## src/rtl/wb_port_arbiter_if.sv

```systemverilog
// Bundle of pipeline writeback, mult/div offer and register-file write port signals
// shared between the writeback arbiter and its environment.
interface wb_port_arbiter_if;
    logic        i_reg_write;
    logic [1:0]  i_mem_to_reg;
    logic [4:0]  i_rd;
    logic [31:0] i_result;
    logic [31:0] i_mem_read_data;
    logic [31:0] i_pc_4;
    logic [31:0] i_imm_ext_out;
    logic        i_md_valid;
    logic [4:0]  i_md_rd;
    logic [31:0] i_md_data;
    logic        o_md_ready;
    logic        o_rf_we;
    logic [4:0]  o_rf_waddr;
    logic [31:0] o_rf_wdata;
    logic        o_stall_pipe;
    logic        o_md_pending;

    modport master (
        output i_reg_write, i_mem_to_reg, i_rd, i_result, i_mem_read_data,
               i_pc_4, i_imm_ext_out, i_md_valid, i_md_rd, i_md_data,
        input  o_md_ready, o_rf_we, o_rf_waddr, o_rf_wdata, o_stall_pipe, o_md_pending
    );

    modport slave (
        input  i_reg_write, i_mem_to_reg, i_rd, i_result, i_mem_read_data,
               i_pc_4, i_imm_ext_out, i_md_valid, i_md_rd, i_md_data,
        output o_md_ready, o_rf_we, o_rf_waddr, o_rf_wdata, o_stall_pipe, o_md_pending
    );
endinterface

```

## src/rtl/wb_port_arbiter.sv

```systemverilog
// Register-file write port arbiter: pipeline writeback has priority, mult/div results
// queue in a FIFO and a starvation counter forces one-cycle stalls. Optional feature:
// WB_ARB_BYPASS_EN writes a mult/div result straight through when the port is idle.
module wb_port_arbiter #(
    parameter int DEPTH    = 4,
    parameter int MAX_WAIT = 4
) (
    input  logic            clk,
    input  logic            reset,
    wb_port_arbiter_if.slave bus
);
    localparam int AW = $clog2(DEPTH);
    localparam logic [7:0] MAX_WAIT_C = 8'(MAX_WAIT);

    typedef enum logic [1:0] {
        IDLE  = 2'b00,
        PEND  = 2'b01,
        STALL = 2'b10
    } state_t;

    state_t      state_r;
    state_t      state_nx_s;
    logic [7:0]  wait_r;
    logic [7:0]  wait_nx_s;
    logic [7:0]  wait_upd_s;
    logic        stall_r;

    logic [AW:0] wr_ptr_r;
    logic [AW:0] rd_ptr_r;
    logic [AW:0] count_s;
    logic [AW:0] count_nx_s;
    logic [4:0]  rd_mem_r   [DEPTH];
    logic [31:0] data_mem_r [DEPTH];

    logic        full_s;
    logic        empty_s;
    logic        pipe_wr_s;
    logic        grant_s;
    logic        accept_s;
    logic        bypass_s;
    logic        enq_s;

    logic        rf_we_s;
    logic [4:0]  rf_waddr_s;
    logic [31:0] rf_wdata_s;

    function automatic logic [31:0] wb_mux(
        input logic [1:0]  sel,
        input logic [31:0] result,
        input logic [31:0] mem_data,
        input logic [31:0] pc_4,
        input logic [31:0] imm
    );
        logic [31:0] val;
        case (sel)
            2'b00:   val = result;
            2'b01:   val = mem_data;
            2'b10:   val = pc_4;
            2'b11:   val = imm;
            default: val = 32'd0;
        endcase
        return val;
    endfunction

    // Extra pointer bit separates full from empty when the low bits match.
    assign full_s  = (wr_ptr_r[AW] != rd_ptr_r[AW]) &&
                     (wr_ptr_r[AW-1:0] == rd_ptr_r[AW-1:0]);
    assign empty_s = (wr_ptr_r == rd_ptr_r);
    assign count_s = wr_ptr_r - rd_ptr_r;

    // While stalled the pipeline carries a bubble, so its inputs are disregarded.
    assign pipe_wr_s = reset && bus.i_reg_write && (bus.i_rd != 5'd0) && !stall_r;
    assign grant_s   = !empty_s && (!pipe_wr_s || stall_r);
    assign accept_s  = reset && bus.i_md_valid && !full_s;

`ifdef WB_ARB_BYPASS_EN
    assign bypass_s = empty_s && !pipe_wr_s && !stall_r && accept_s && (bus.i_md_rd != 5'd0);
`else
    assign bypass_s = 1'b0;
`endif

    // rd=0 results are accepted but never occupy a slot.
    assign enq_s      = accept_s && (bus.i_md_rd != 5'd0) && !bypass_s;
    assign count_nx_s = count_s + {{AW{1'b0}}, enq_s} - {{AW{1'b0}}, grant_s};

    // FIFO pointers; cleared asynchronously so a reset drops queued results at once.
    always_ff @(posedge clk or negedge reset) begin
        if (!reset) begin
            wr_ptr_r <= {(AW+1){1'b0}};
            rd_ptr_r <= {(AW+1){1'b0}};
        end else begin
            if (enq_s) begin
                wr_ptr_r <= wr_ptr_r + {{AW{1'b0}}, 1'b1};
            end
            if (grant_s) begin
                rd_ptr_r <= rd_ptr_r + {{AW{1'b0}}, 1'b1};
            end
        end
    end

    // FIFO storage; contents are only meaningful between the pointers.
    always_ff @(posedge clk) begin
        if (enq_s) begin
            rd_mem_r[wr_ptr_r[AW-1:0]]   <= bus.i_md_rd;
            data_mem_r[wr_ptr_r[AW-1:0]] <= bus.i_md_data;
        end
    end

    // Write port selection: queued mult/div head, then pipeline, then straight-through.
    always_comb begin
        rf_we_s    = 1'b0;
        rf_waddr_s = 5'd0;
        rf_wdata_s = 32'd0;
        if (grant_s) begin
            rf_we_s    = 1'b1;
            rf_waddr_s = rd_mem_r[rd_ptr_r[AW-1:0]];
            rf_wdata_s = data_mem_r[rd_ptr_r[AW-1:0]];
        end else if (pipe_wr_s) begin
            rf_we_s    = 1'b1;
            rf_waddr_s = bus.i_rd;
            rf_wdata_s = wb_mux(bus.i_mem_to_reg, bus.i_result, bus.i_mem_read_data,
                                bus.i_pc_4, bus.i_imm_ext_out);
        end else if (bypass_s) begin
            rf_we_s    = 1'b1;
            rf_waddr_s = bus.i_md_rd;
            rf_wdata_s = bus.i_md_data;
        end else begin
            rf_we_s    = 1'b0;
        end
    end

    // Next-state and starvation counter update.
    always_comb begin
        state_nx_s = state_r;
        wait_nx_s  = wait_r;
        wait_upd_s = grant_s ? 8'd0 : (wait_r + 8'd1);
        case (state_r)
            IDLE: begin
                wait_nx_s = 8'd0;
                if (enq_s) begin
                    state_nx_s = PEND;
                end else begin
                    state_nx_s = IDLE;
                end
            end
            PEND: begin
                if (count_nx_s == {(AW+1){1'b0}}) begin
                    state_nx_s = IDLE;
                    wait_nx_s  = 8'd0;
                end else if (!grant_s && ((wait_upd_s == MAX_WAIT_C) || full_s)) begin
                    state_nx_s = STALL;
                    wait_nx_s  = 8'd0;
                end else begin
                    state_nx_s = PEND;
                    wait_nx_s  = wait_upd_s;
                end
            end
            STALL: begin
                wait_nx_s = 8'd0;
                if (count_nx_s == {(AW+1){1'b0}}) begin
                    state_nx_s = IDLE;
                end else begin
                    state_nx_s = PEND;
                end
            end
            default: begin
                state_nx_s = IDLE;
                wait_nx_s  = 8'd0;
            end
        endcase
    end

    // State, counter and stall flag registers.
    always_ff @(posedge clk or negedge reset) begin
        if (!reset) begin
            state_r <= IDLE;
            wait_r  <= 8'd0;
            stall_r <= 1'b0;
        end else begin
            state_r <= state_nx_s;
            wait_r  <= wait_nx_s;
            stall_r <= (state_nx_s == STALL);
        end
    end

    assign bus.o_md_ready   = !full_s;
    assign bus.o_md_pending = !empty_s;
    assign bus.o_stall_pipe = stall_r;
    assign bus.o_rf_we      = rf_we_s;
    assign bus.o_rf_waddr   = rf_waddr_s;
    assign bus.o_rf_wdata   = rf_wdata_s;
endmodule

```

## src/flat_wrapper.sv

```systemverilog
// flat-port wrapper written by rule: the top's interface ports become plain ports
module wb_port_arbiter_flat 
#(
    parameter int DEPTH    = 4,
    parameter int MAX_WAIT = 4
)
  (clk, reset, bus_i_reg_write, bus_i_mem_to_reg, bus_i_rd, bus_i_result, bus_i_mem_read_data, bus_i_pc_4, bus_i_imm_ext_out, bus_i_md_valid, bus_i_md_rd, bus_i_md_data, bus_o_md_ready, bus_o_rf_we, bus_o_rf_waddr, bus_o_rf_wdata, bus_o_stall_pipe, bus_o_md_pending);
  wb_port_arbiter_if bus_i ();
  input  logic clk;
  input  logic reset;
  input wire logic [$bits(bus_i.i_reg_write)-1:0] bus_i_reg_write;
  input wire logic [$bits(bus_i.i_mem_to_reg)-1:0] bus_i_mem_to_reg;
  input wire logic [$bits(bus_i.i_rd)-1:0] bus_i_rd;
  input wire logic [$bits(bus_i.i_result)-1:0] bus_i_result;
  input wire logic [$bits(bus_i.i_mem_read_data)-1:0] bus_i_mem_read_data;
  input wire logic [$bits(bus_i.i_pc_4)-1:0] bus_i_pc_4;
  input wire logic [$bits(bus_i.i_imm_ext_out)-1:0] bus_i_imm_ext_out;
  input wire logic [$bits(bus_i.i_md_valid)-1:0] bus_i_md_valid;
  input wire logic [$bits(bus_i.i_md_rd)-1:0] bus_i_md_rd;
  input wire logic [$bits(bus_i.i_md_data)-1:0] bus_i_md_data;
  output wire logic [$bits(bus_i.o_md_ready)-1:0] bus_o_md_ready;
  output wire logic [$bits(bus_i.o_rf_we)-1:0] bus_o_rf_we;
  output wire logic [$bits(bus_i.o_rf_waddr)-1:0] bus_o_rf_waddr;
  output wire logic [$bits(bus_i.o_rf_wdata)-1:0] bus_o_rf_wdata;
  output wire logic [$bits(bus_i.o_stall_pipe)-1:0] bus_o_stall_pipe;
  output wire logic [$bits(bus_i.o_md_pending)-1:0] bus_o_md_pending;
  assign bus_i.i_reg_write = bus_i_reg_write;
  assign bus_i.i_mem_to_reg = bus_i_mem_to_reg;
  assign bus_i.i_rd = bus_i_rd;
  assign bus_i.i_result = bus_i_result;
  assign bus_i.i_mem_read_data = bus_i_mem_read_data;
  assign bus_i.i_pc_4 = bus_i_pc_4;
  assign bus_i.i_imm_ext_out = bus_i_imm_ext_out;
  assign bus_i.i_md_valid = bus_i_md_valid;
  assign bus_i.i_md_rd = bus_i_md_rd;
  assign bus_i.i_md_data = bus_i_md_data;
  assign bus_o_md_ready = bus_i.o_md_ready;
  assign bus_o_rf_we = bus_i.o_rf_we;
  assign bus_o_rf_waddr = bus_i.o_rf_waddr;
  assign bus_o_rf_wdata = bus_i.o_rf_wdata;
  assign bus_o_stall_pipe = bus_i.o_stall_pipe;
  assign bus_o_md_pending = bus_i.o_md_pending;
  wb_port_arbiter #(.DEPTH(DEPTH), .MAX_WAIT(MAX_WAIT)) u_core (.clk(clk), .reset(reset), .bus(bus_i));
endmodule
```

## config.mk

```make
export PLATFORM = sky130hd
export DESIGN_NAME = wb_port_arbiter_flat
export DESIGN_NICKNAME = d
export VERILOG_FILES = /design/src/rtl/wb_port_arbiter_if.sv /design/src/rtl/wb_port_arbiter.sv /design/src/flat_wrapper.sv
export SDC_FILE = /design/constraint.sdc
export NUM_CORES = 1
export LEC_CHECK = 0
export BUFFER_PORTS_ARGS = -buffer_cell sky130_fd_sc_hd__buf_2
export CORE_MARGIN = 3
export CORE_UTILIZATION = 47
export CTS_CLUSTER_DIAMETER = 60
export DETAILED_ROUTE_END_ITERATION = 10
export HOLD_SLACK_MARGIN = 0.1
export PLACE_DENSITY = 0.76
export SLEW_MARGIN = 40
export SYNTH_ARGS = -nofsm -noshare
export SYNTH_HDL_FRONTEND = slang
export SYNTH_SLANG_ARGS = --single-unit
```

## constraint.sdc

```tcl
create_clock -name clk -period 3.2 [get_ports clk]
set_input_delay 0 -clock clk [delete_from_list [all_inputs] [get_ports clk]]
set_output_delay 0 -clock clk [all_outputs]
set_load 0.005 [all_outputs]
```

==> results of run 1 <==
==> worst reg2reg max path, delay by kind of cell, from the launching register on <==
family	cells	cell delay (ns)
AOI/OAI and AO/OA	1	0.10
xor gates and xnor gates	4	0.59
adders and majority gates	3	0.85
buffers and inverters	1	0.05
DFF	1	0.39
muxes	1	0.17
and+or+nand+nor	4	0.91
==> power breakdown <==
part           switching [mW]  internal [mW]  total (mW)
logic                    1.43           1.53        2.97
registers              0.0974           2.65        2.74
clock network           0.828           1.09        1.92
==> final timing paths <==
path                                     from                  to  slack [ns]
max reg2reg                u_core.rd_ptr_r[2]   u_core.state_r[0]       0.008
max                        u_core.rd_ptr_r[2]   u_core.state_r[0]       0.008
min in group asynchronous               reset    u_core.wait_r[7]        0.23
min reg2reg                 u_core.state_r[0]   u_core.state_r[0]        0.48
min                            bus_i_md_valid  u_core.wr_ptr_r[0]        0.16
max in group asynchronous               reset  u_core.rd_ptr_r[0]        2.67
==> Yosys cell counts, drive strengths merged (3+ instances only) <==
master and number:
mux4 69, clkbuf 11, xor2 4, xnor2 12
o2111a 3, a22o 37, buf 18, nand2 6
nand3 6, nor3 6, edfxtp 148, and2 4
inv 7, dfrtp 17, nor2 6, ha 9
==> kinds of logic after synthesis <==
family / synth area share [%]
multiplexers: 20.63
AO/OA/AOI/OAI: 5.594
buffers and inverters: 2.277
XOR/XNOR: 1.848
flip-flops: 64.22
AND/OR/NAND/NOR: 3.680
adder cells (fa/ha/maj): 1.749
==> final cells by class <==
class	count	area share (%)
clock inverters	12	1.207
flip-flops and latches	165	48.95
inverters	7	0.2640
repair buffers	276	16.61
multi-input cells	189	25.93
well taps	211	2.652
clock buffers	20	4.387
==> sequential cells by signal, indices dropped and copies added, names as in the netlist <==
signal	cells
u_core.state_r	2
u_core.rd_mem_r	20
u_core.wr_ptr_r	3
u_core.data_mem_r	128
u_core.wait_r	8
u_core.bus.o_stall_pipe	1
u_core.rd_ptr_r	3
==> repair_timing <==
item,in CTS,in global routing
setup buffers,1,2
pin swaps,1,2
hold buffers,39,0
endpoints found under the hold margin,165,0
endpoints found under the setup margin,3,11
gates resized for setup,1,2
==> through the flow <==
stage          setup WS (ns)  util, %  hold slack, ns   TNS, ns  instances
2_1_floorplan       -0.01580        -         -0.2956  -0.01580        390
3_3_place_gp          0.1033    57.94        -0.02937         0        806
3_5_place_dp        -0.04236    57.94        -0.01986  -0.04293        806
4_1_cts             0.008023    64.12          0.1356         0        878
5_1_grt              -0.1449    64.28          0.1621   -0.8908        880
6_report            0.007625    64.28          0.1574         0        880
==> metal layers <==
layer	up-vias	wire length (um)
met4	2	214
met3	19	1132
met5	-	7
met2	195	9124
li1	2185	-
met1	2406	6798
==> flow_summary_export.csv, run 1 <==
group,metric,value,unit
clock_tree,cts_max_level,4,
synth,netlist_top_cells_area,"edfxtp_1, mux4_2, dfrtp_1",
synth,synth_edf_count,148,
layout,drive_above_1_share,53.06,%
global_routing,grt_max_degree,41,
min_path,hold_path_class,"input port to flop",
floorplanning,num_rows,45,
floorplanning,die_w,133.0,um
placed_design,io_buffers,216,
global_routing,grt_pass1_wl,27540,um
floorplanning,ioPinCount,217,
placed_design,place_congestion,0.7787,
floorplanning,design.core.area,15480,sq um
worst_setup_path,cpPeakStageDelay,0.48,ns
clock_tree,clock_sinks,165,
synth,synthFlopType,"edfxtp_1",
layout,layout_common_cells,"buf_2, edfxtp_1, mux4_2",
worst_setup_path,reg2reg_depth,14,
placed_design,hpwlAfterDp,12090,um
placed_design,place_area,8971,sq um
power_and_ir_drop,powerDensity,766.2,nW/um^2
clock_tree,insertion_delay,0.42,ns
power_and_ir_drop,power,7.626,mW
run,maxCapViolCount,0,
detailed_routing,via_count,4807,
layout,fillCellCount,1131,
clock_tree,root_buffer,"clkbuf_16",
min_path,holdPathStages,4,
worst_setup_path,crit_buf_inv,1,
worst_setup_path,path_cells,"xor2_1, and3b_2, or2_4, xnor2_2, ha_2, nor2_2, fa_1, inv_1, ha_2, xnor2_2, xnor2_1, or3_4, mux2i_1, o22ai_1",
detailed_routing,drc,0,
detailed_routing,drt_iter0_drc,319,
run_status,status,"completed",
synth,yosysSeqAreaShare,64.22,%
detailed_routing,routedWlPerCell,19.63,um
worst_setup_path,cp.depth,14,
global_routing,antenna_found_initial,1,
power_and_ir_drop,p_leak,3.850,nW
sta,slew_viol_final,0,
synth,synth_cell_types,43,
worst_setup_path,cp_max_fo,5,
sta,setup_violations,0,
sta,timing.fmax,313.2,MHz
detailed_routing,routed_via_density,5.463,
global_routing,met1_usage,24.71,%
global_routing,grt_busiest_layer,"met2",
sta,rsz0062_at_grt,"true",
layout,num_antenna_cells,0,
synth,yosys_register_bits,165,
floorplanning,die-area,17690,sq um
sta,period_minus_slack,3.192,ns
worst_setup_path,critPathArrivalTime,3.47,ns
detailed_routing,wl,17280,um
layout,seqCellArea,4872,sq um
global_routing,gr-total-overflow,0,
sta,finalCritPeriodShare,99.76,%
sta,fin_skew,0.007536,ns
global_routing,grt_pass1_vias,5406,
synth,yosysWarnings,0,
layout,layout.cells.most_common,"buf_2",
detailed_routing,ant_nets,0,
clock_tree,cts-buffers-inserted,17,
sta,timing_hold_violations_final,0,
synth,ys_async_sr_fraction,10.30,%
floorplanning,die_height,133.0,um
floorplanning,initial_core_util,48.97,%
layout,final_area,9953,sq um
clock_tree,clk_pin_slew_worst_paths,0.06,ns
layout,final_nets,842,
synth,synth.cell_area,7582,sq um
power_and_ir_drop,ir_drop,0.5097,mV
worst_setup_path,cp_slowest_cell,"fa_1",
layout,multi_input_area,2581,sq um
synth,syn_nets,576,
worst_setup_path,cp_top_family,"simple AND/OR/NAND/NOR gates",
synth,synth_top_cell_by_area,"edfxtp_1",
clock_tree,clockBufferDepth,2,
worst_setup_path,cp-end-kind,"flop",
layout,syn_to_final_growth,31.27,%
clock_tree,cts_tree,"built",
global_routing,grtUsageMet3,6.084,%
global_routing,gr-usage-all-layers,20.33,%
worst_setup_path,cp-start-kind,"flop",
sta,relSlewSlack,48.67,%
sta,worst_pin_slew,0.7700,ns
detailed_routing,dr.pass1.iters,4,
worst_setup_path,criticalPathCategory,"flop to flop",
synth,synth_top_area_share,58.61,%
worst_setup_path,critPathRequiredTime,3.48,ns
synth,postSynthCellCount,390,
global_routing,use_met2,35.55,%
synth,syn_area_per_cell,19.44,sq um
Power figures use the tool's default switching activity.
==> run 2: changes to the inputs <==
==> constraint.sdc (replaced) <==
create_clock -name clk -period 3.2 [get_ports clk]
set_input_delay 0.32 -clock clk [delete_from_list [all_inputs] [get_ports clk]]
set_output_delay 0.32 -clock clk [all_outputs]
set_load 0.005 [all_outputs]
==> flow_summary_export.csv, run 2 (synthesis results as in run 1) <==
group,metric,value,unit
power_and_ir_drop,net-switching-power,2.320,mW
global_routing,gr-total-overflow,0,
detailed_routing,routedWlPerCell,21.48,um
worst_setup_path,cp_slowest_cell,"fa_1",
power_and_ir_drop,p_int,5.378,mW
worst_setup_path,critPathArrivalTime,3.44,ns
placed_design,hpwlAfterDp,11930,um
layout,syn_to_final_growth,27.99,%
power_and_ir_drop,swShare,30.14,%
worst_setup_path,r2r-start,"u_core.rd_ptr_r[2]",
layout,largest_reg_flops,128,
sta,fin_skew,0.005271,ns
sta,period_minus_slack,3.160,ns
worst_setup_path,startpoint,"u_core.rd_ptr_r[2]",
min_path,min_to,"u_core.data_mem_r[2][16]",
worst_setup_path,critPathRequiredTime,3.48,ns
sta,slew_viol_final,0,
worst_setup_path,r2r_setup_slack,0.04,ns
detailed_routing,dr.pass1.iters,4,
clock_tree,clockBufferDepth,2,
worst_setup_path,cpPeakStageDelay,0.49,ns
sta,finalCritPeriodShare,98.74,%
global_routing,grt_pass1_vias,5236,
clock_tree,cts-buffers-inserted,17,
detailed_routing,via_count,4781,
sta,worst_pin_slew,0.7505,ns
clock_tree,clk_pin_slew_worst_paths,0.06,ns
power_and_ir_drop,power,7.698,mW
global_routing,gr-usage-all-layers,21.67,%
layout,layout_common_cells,"buf_2, edfxtp_1, mux4_2",
power_and_ir_drop,powerDensity,793.3,nW/um^2
worst_setup_path,reg2reg_depth,14,
clock_tree,clock_sinks,165,
sta,timing_hold_violations_final,0,
power_and_ir_drop,combPwrFrac,38.6,%
worst_setup_path,cp_top_family,"simple AND/OR/NAND/NOR gates",
floorplanning,die_height,133.0,um
worst_setup_path,criticalPathCategory,"flop to flop",
floorplanning,ioPinCount,217,
detailed_routing,wl,18240,um
global_routing,met1_usage,27.38,%
layout,drive_above_1_share,54.95,%
global_routing,grt_pass1_wl,28910,um
floorplanning,num_rows,45,
detailed_routing,routed_via_density,5.631,
layout,final_nets,811,
floorplanning,design.core.area,15480,sq um
clock_tree,root_buffer,"clkbuf_16",
worst_setup_path,crit_buf_inv,1,
clock_tree,cts_tree,"built",
run,maxCapViolCount,0,
worst_setup_path,cp_common_cell,"xnor2_2",
detailed_routing,ant_nets,0,
global_routing,use_met2,36.74,%
power_and_ir_drop,ir_drop,0.4597,mV
sta,setup_violations,0,
placed_design,place_congestion,0.7682,
floorplanning,die-area,17690,sq um
global_routing,antenna_found_initial,2,
power_and_ir_drop,p_leak,3.739,nW
power_and_ir_drop,power_frac_seq,35.7,%
worst_setup_path,path_cells,"xor2_1, and3b_2, or2_4, xnor2_2, ha_2, nor2_2, fa_1, inv_2, ha_4, xnor2_2, xnor2_1, or3_4, mux2i_1, o22ai_1",
min_path,hold_path_class,"input port to flop",
min_path,holdPathStages,1,
sta,rsz0062_at_grt,"true",
floorplanning,die_w,133.0,um
detailed_routing,drt_iter0_drc,242,
clock_tree,cts_max_level,4,
floorplanning,initial_core_util,48.97,%
worst_setup_path,r2r_end,"u_core.state_r[0]",
worst_setup_path,cp-end-kind,"flop",
min_path,min_from,"bus_i_md_data[16]",
sta,timing.fmax,316.5,MHz
layout,final_util,62.67,%
layout,layout.cells.most_common,"buf_2",
global_routing,grtUsageMet3,5.932,%
global_routing,grt_busiest_layer,"met2",
placed_design,io_buffers,216,
global_routing,grt_max_degree,41,
worst_setup_path,cp_max_fo,5,
worst_setup_path,cp-start-kind,"flop",
placed_design,placedCellCount,800,
sta,relSlewSlack,49.33,%
run_status,status,"completed",
detailed_routing,drc,0,
clock_tree,insertion_delay,0.42,ns
layout,fin_cells,849,
power_and_ir_drop,p_clk_share,25.8,%
-- run 2: cell count changes in the layout (fill, tap and decap cells not counted), moves of 2 or more --
| cell | before | now |
|---|---|---|
| and2_4 | 0 | 4 |
| clkinv_4 | 3 | 1 |
| bufinv_16 | 1 | 3 |
| dlygate4sd3_1 | 38 | 13 |
| clkbuf_1 | 3 | 1 |
| inv_6 | 5 | 0 |
| and2_2 | 4 | 0 |
| clkinv_1 | 1 | 3 |
| buf_4 | 18 | 12 |
| clkinv_2 | 1 | 6 |
-- run 2: stage by stage --
stage | hold slack, ns | setup slack, ns | instance area, sq um | setup TNS, ns
floorplan | 0.02441 | -0.2423 | 7602 | -2.126
global placement | 0.3492 | -0.2018 | 8912 | -1.753
detailed placement | 0.3573 | -0.2751 | 8917 | -2.332
CTS | 0.1001 | 0.01971 | 9619 | 0
global route | 0.1055 | -0.07498 | 9704 | -0.1789
finish | 0.1184 | 0.04041 | 9704 | 0
-- run 2: worst max path at each step --
stage / end / cells past startpoint
after floorplan: u_core.state_r[0] / 16
after global placement: u_core.state_r[0] / 15
after detailed placement: u_core.state_r[0] / 15
after CTS: u_core.state_r[0] / 14
after global routing: u_core.state_r[0] / 14
final: u_core.state_r[0] / 14
-- run 2: power by group through the flow --
stage          combinational, mW  sequential (mW)  clock (mW)
6_report                    2.97             2.75        1.98
5_1_grt                     3.26             2.77        2.11
4_1_cts                     2.91             2.75        2.02
3_5_place_dp                2.87             2.79           0
3_3_place_gp                2.79             2.77           0
2_1_floorplan               1.91             2.76           0
-- run 2: area by class of cell --
type | instances | area (sq um)
flip-flops and latches | 165 | 4873
clock buffers | 18 | 429.2
repair buffers | 245 | 1371
well taps | 211 | 264.0
diodes | 1 | 2.502
inverters | 7 | 26.28
clock inverters | 13 | 140.1
fillers | 1146 | 5779
multi-input cells | 189 | 2597
-- run 2: worst register-to-register path, cell delays in order, from the launching register on --
cell and delay, ns:
dfrtp_1 0.39, xor2_1 0.18, and3b_2 0.24, or2_4 0.27, xnor2_2 0.15, ha_2 0.20
nor2_2 0.04, fa_1 0.49, inv_2 0.05, ha_4 0.15, xnor2_2 0.13, xnor2_1 0.12
or3_4 0.37, mux2i_1 0.16, o22ai_1 0.10
-- run 2: routing by layer --
| layer | vias to the layer above | share of wire [%] |
|---|---|---|
| met2 | 194 | 51 |
| met4 | 2 | 2.0 |
| li1 | 2119 | - |
| met5 | - | 0.038 |
| met3 | 30 | 7.4 |
| met1 | 2436 | 39 |
-- run 2: what timing repair did --
item / 4_1_cts / 5_1_grt
resized for setup: 1 / 7
hold buffers: 13 / 0
pin swaps: 1 / 1
hold endpoints to repair: 60 / 0
buffers inserted: 0 / 3
endpoints found under the setup margin: 1 / 9
==> run 3: changes to the inputs <==
Settings changed: CORE_ASPECT_RATIO from default to 0.9, CORE_UTILIZATION 47 to 48, PLACE_DENSITY 0.76 to 0.75, RECOVER_POWER from default to 25.
Clock period 3.2 ns to 3.43 ns, I/O delays scaled along.
==> flow_summary_export.csv, run 3 (synthesis results as in run 1) <==
group,metric,value,unit
layout,syn_to_final_growth,25.20,%
min_path,holdPathStages,1,
sta,slew_viol_final,0,
power_and_ir_drop,powerDensity,750.5,nW/um^2
floorplanning,ioPinCount,217,
global_routing,met1_usage,26.15,%
layout,seqCellArea,4872,sq um
detailed_routing,drc,0,
sta,rsz0062_at_grt,"false",
min_path,min_from,"bus_i_md_data[9]",
layout,final_nets,793,
layout,layout.cells.most_common,"buf_2",
global_routing,grt_pass1_wl,26990,um
detailed_routing,ant_nets,0,
detailed_routing,wl,17080,um
placed_design,post-place-ws,-0.1371,ns
worst_setup_path,critPathArrivalTime,3.54,ns
floorplanning,die-area,17340,sq um
sta,finalCritPeriodShare,94.93,%
worst_setup_path,r2r-start,"u_core.rd_ptr_r[2]",
sta,period_minus_slack,3.256,ns
worst_setup_path,r2r_end,"u_core.state_r[0]",
detailed_routing,dr.pass1.iters,5,
detailed_routing,drt_iter0_drc,287,
clock_tree,root_buffer,"clkbuf_16",
clock_tree,clockBufferDepth,2,
clock_tree,cts_tree,"built",
clock_tree,insertion_delay,0.42,ns
layout,largest_reg_flops,128,
layout,fillCellCount,1076,
placed_design,io_buffers,216,
sta,fin_skew,0.009747,ns
sta,setup_slack,0.1741,ns
global_routing,grt_pass1_vias,5037,
clock_tree,cts-buffers-inserted,17,
floorplanning,design.core.area,15080,sq um
worst_setup_path,cp-start-kind,"flop",
power_and_ir_drop,ir_drop,0.5001,mV
layout,layout_common_cells,"buf_2, edfxtp_1, mux4_2",
global_routing,grtUsageMet3,5.613,%
worst_setup_path,critPathRequiredTime,3.71,ns
clock_tree,clk_pin_slew_worst_paths,0.06,ns
layout,drive_above_1_share,50.65,%
clock_tree,cts_max_level,4,
floorplanning,die_w,138.5,um
global_routing,gr-total-overflow,0,
sta,setup_violations,0,
floorplanning,num_rows,42,
run_status,status,"completed",
worst_setup_path,cp_max_fo,5,
sta,setup_tns,0,ns
layout,num_antenna_cells,0,
global_routing,grt_max_degree,41,
sta,worst_pin_slew,0.7549,ns
global_routing,grt_busiest_layer,"met2",
power_and_ir_drop,p_leak,3.578,nW
sta,timing_hold_violations_final,0,
floorplanning,die_height,125.2,um
worst_setup_path,cp-end-kind,"flop",
run,maxCapViolCount,0,
detailed_routing,via_count,4632,
worst_setup_path,reg2reg_depth,14,
min_path,hold_path_class,"input port to flop",
detailed_routing,routedWlPerCell,20.89,um
placed_design,hpwlAfterDp,11640,um
sta,relSlewSlack,49.67,%
floorplanning,initial_core_util,50.27,%
worst_setup_path,r2r_setup_slack,0.17,ns
placed_design,place_congestion,0.9239,
global_routing,gr-usage-all-layers,20.24,%
clock_tree,clock_sinks,165,
min_path,min_to,"u_core.data_mem_r[2][9]",
detailed_routing,routed_via_density,5.663,
layout,multi_input_area,2577,sq um
sta,timing.fmax,307.1,MHz
worst_setup_path,criticalPathCategory,"flop to flop",
global_routing,antenna_found_initial,0,
global_routing,use_met2,33.52,%
[run 3: cell count changes in the layout (fill, tap and decap cells not counted), sizes merged, moves of 3 or more]
cell / change
clkinv: -5
clkinvlp: +3
dlygate4sd3: -12
buf: -31
clkbuf: +26
[run 3: where the power goes]
| part | switching, mW | internal [mW] |
|---|---|---|
| logic | 1.29 | 1.31 |
| registers | 0.0968 | 2.47 |
| clock network | 0.741 | 1.22 |
[run 3: metrics by stage]
stage	power [mW]	hold slack, ns	std cells	area, sq um	util (%)
after floorplan	4.361	0.04741	390	7602	-
after global routing	7.496	0.1383	818	9493	62.94
after CTS	7.205	0.1114	818	9509	63.05
after detailed placement	5.231	0.3424	785	8885	58.91
after global placement	5.147	0.3440	785	8880	58.88
final	7.125	0.1495	818	9493	62.94
[run 3: worst max-delay path, cell delays in order (launching register included)]
cell     delay, ns
dfrtp_1       0.41
xor2_2        0.23
and3b_1       0.22
or2_1         0.27
xnor2_2       0.14
ha_2          0.19
nor2_2        0.04
fa_1          0.48
inv_1         0.06
ha_2          0.17
xnor2_1       0.18
xnor2_1       0.10
or3_4         0.38
mux2i_1       0.15
o22ai_1       0.10
[run 3: repair_timing]
item,in CTS,in global routing
gates resized for setup,0,2
setup endpoints to repair,0,9
hold endpoints to repair,17,0
buffers inserted,0,0
hold buffers,1,0
[run 3: cell type report]
class / instances / area share [%]
Clock buffer: 19 / 4.560
Clock inverter: 13 / 1.911
Inverter: 7 / 0.2768
Multi-Input combinational cell: 189 / 27.15
Sequential cell: 165 / 51.32
Tap cell: 198 / 2.610
Timing Repair Buffer: 227 / 12.17
[run 3: worst max-delay path by stage]
stage                  startpoint           endpoint  slack, ns  cells past startpoint
2_1_floorplan         bus_i_rd[1]  u_core.state_r[0]      -0.04                     16
3_3_place_gp          bus_i_rd[1]  u_core.state_r[0]      0.003                     15
3_5_place_dp          bus_i_rd[1]  u_core.state_r[0]      -0.14                     15
4_1_cts        u_core.wr_ptr_r[2]  u_core.state_r[0]       0.09                     14
5_1_grt        u_core.rd_ptr_r[2]  u_core.state_r[0]      0.004                     14
6_report       u_core.rd_ptr_r[2]  u_core.state_r[0]       0.17                     14
[run 3: layer usage]
layer  wire, um  vias to the layer above
met5          0                        -
met4        297                        0
met3       1530                       24
met2       8481                      232
met1       6775                     2290
li1           -                     2086
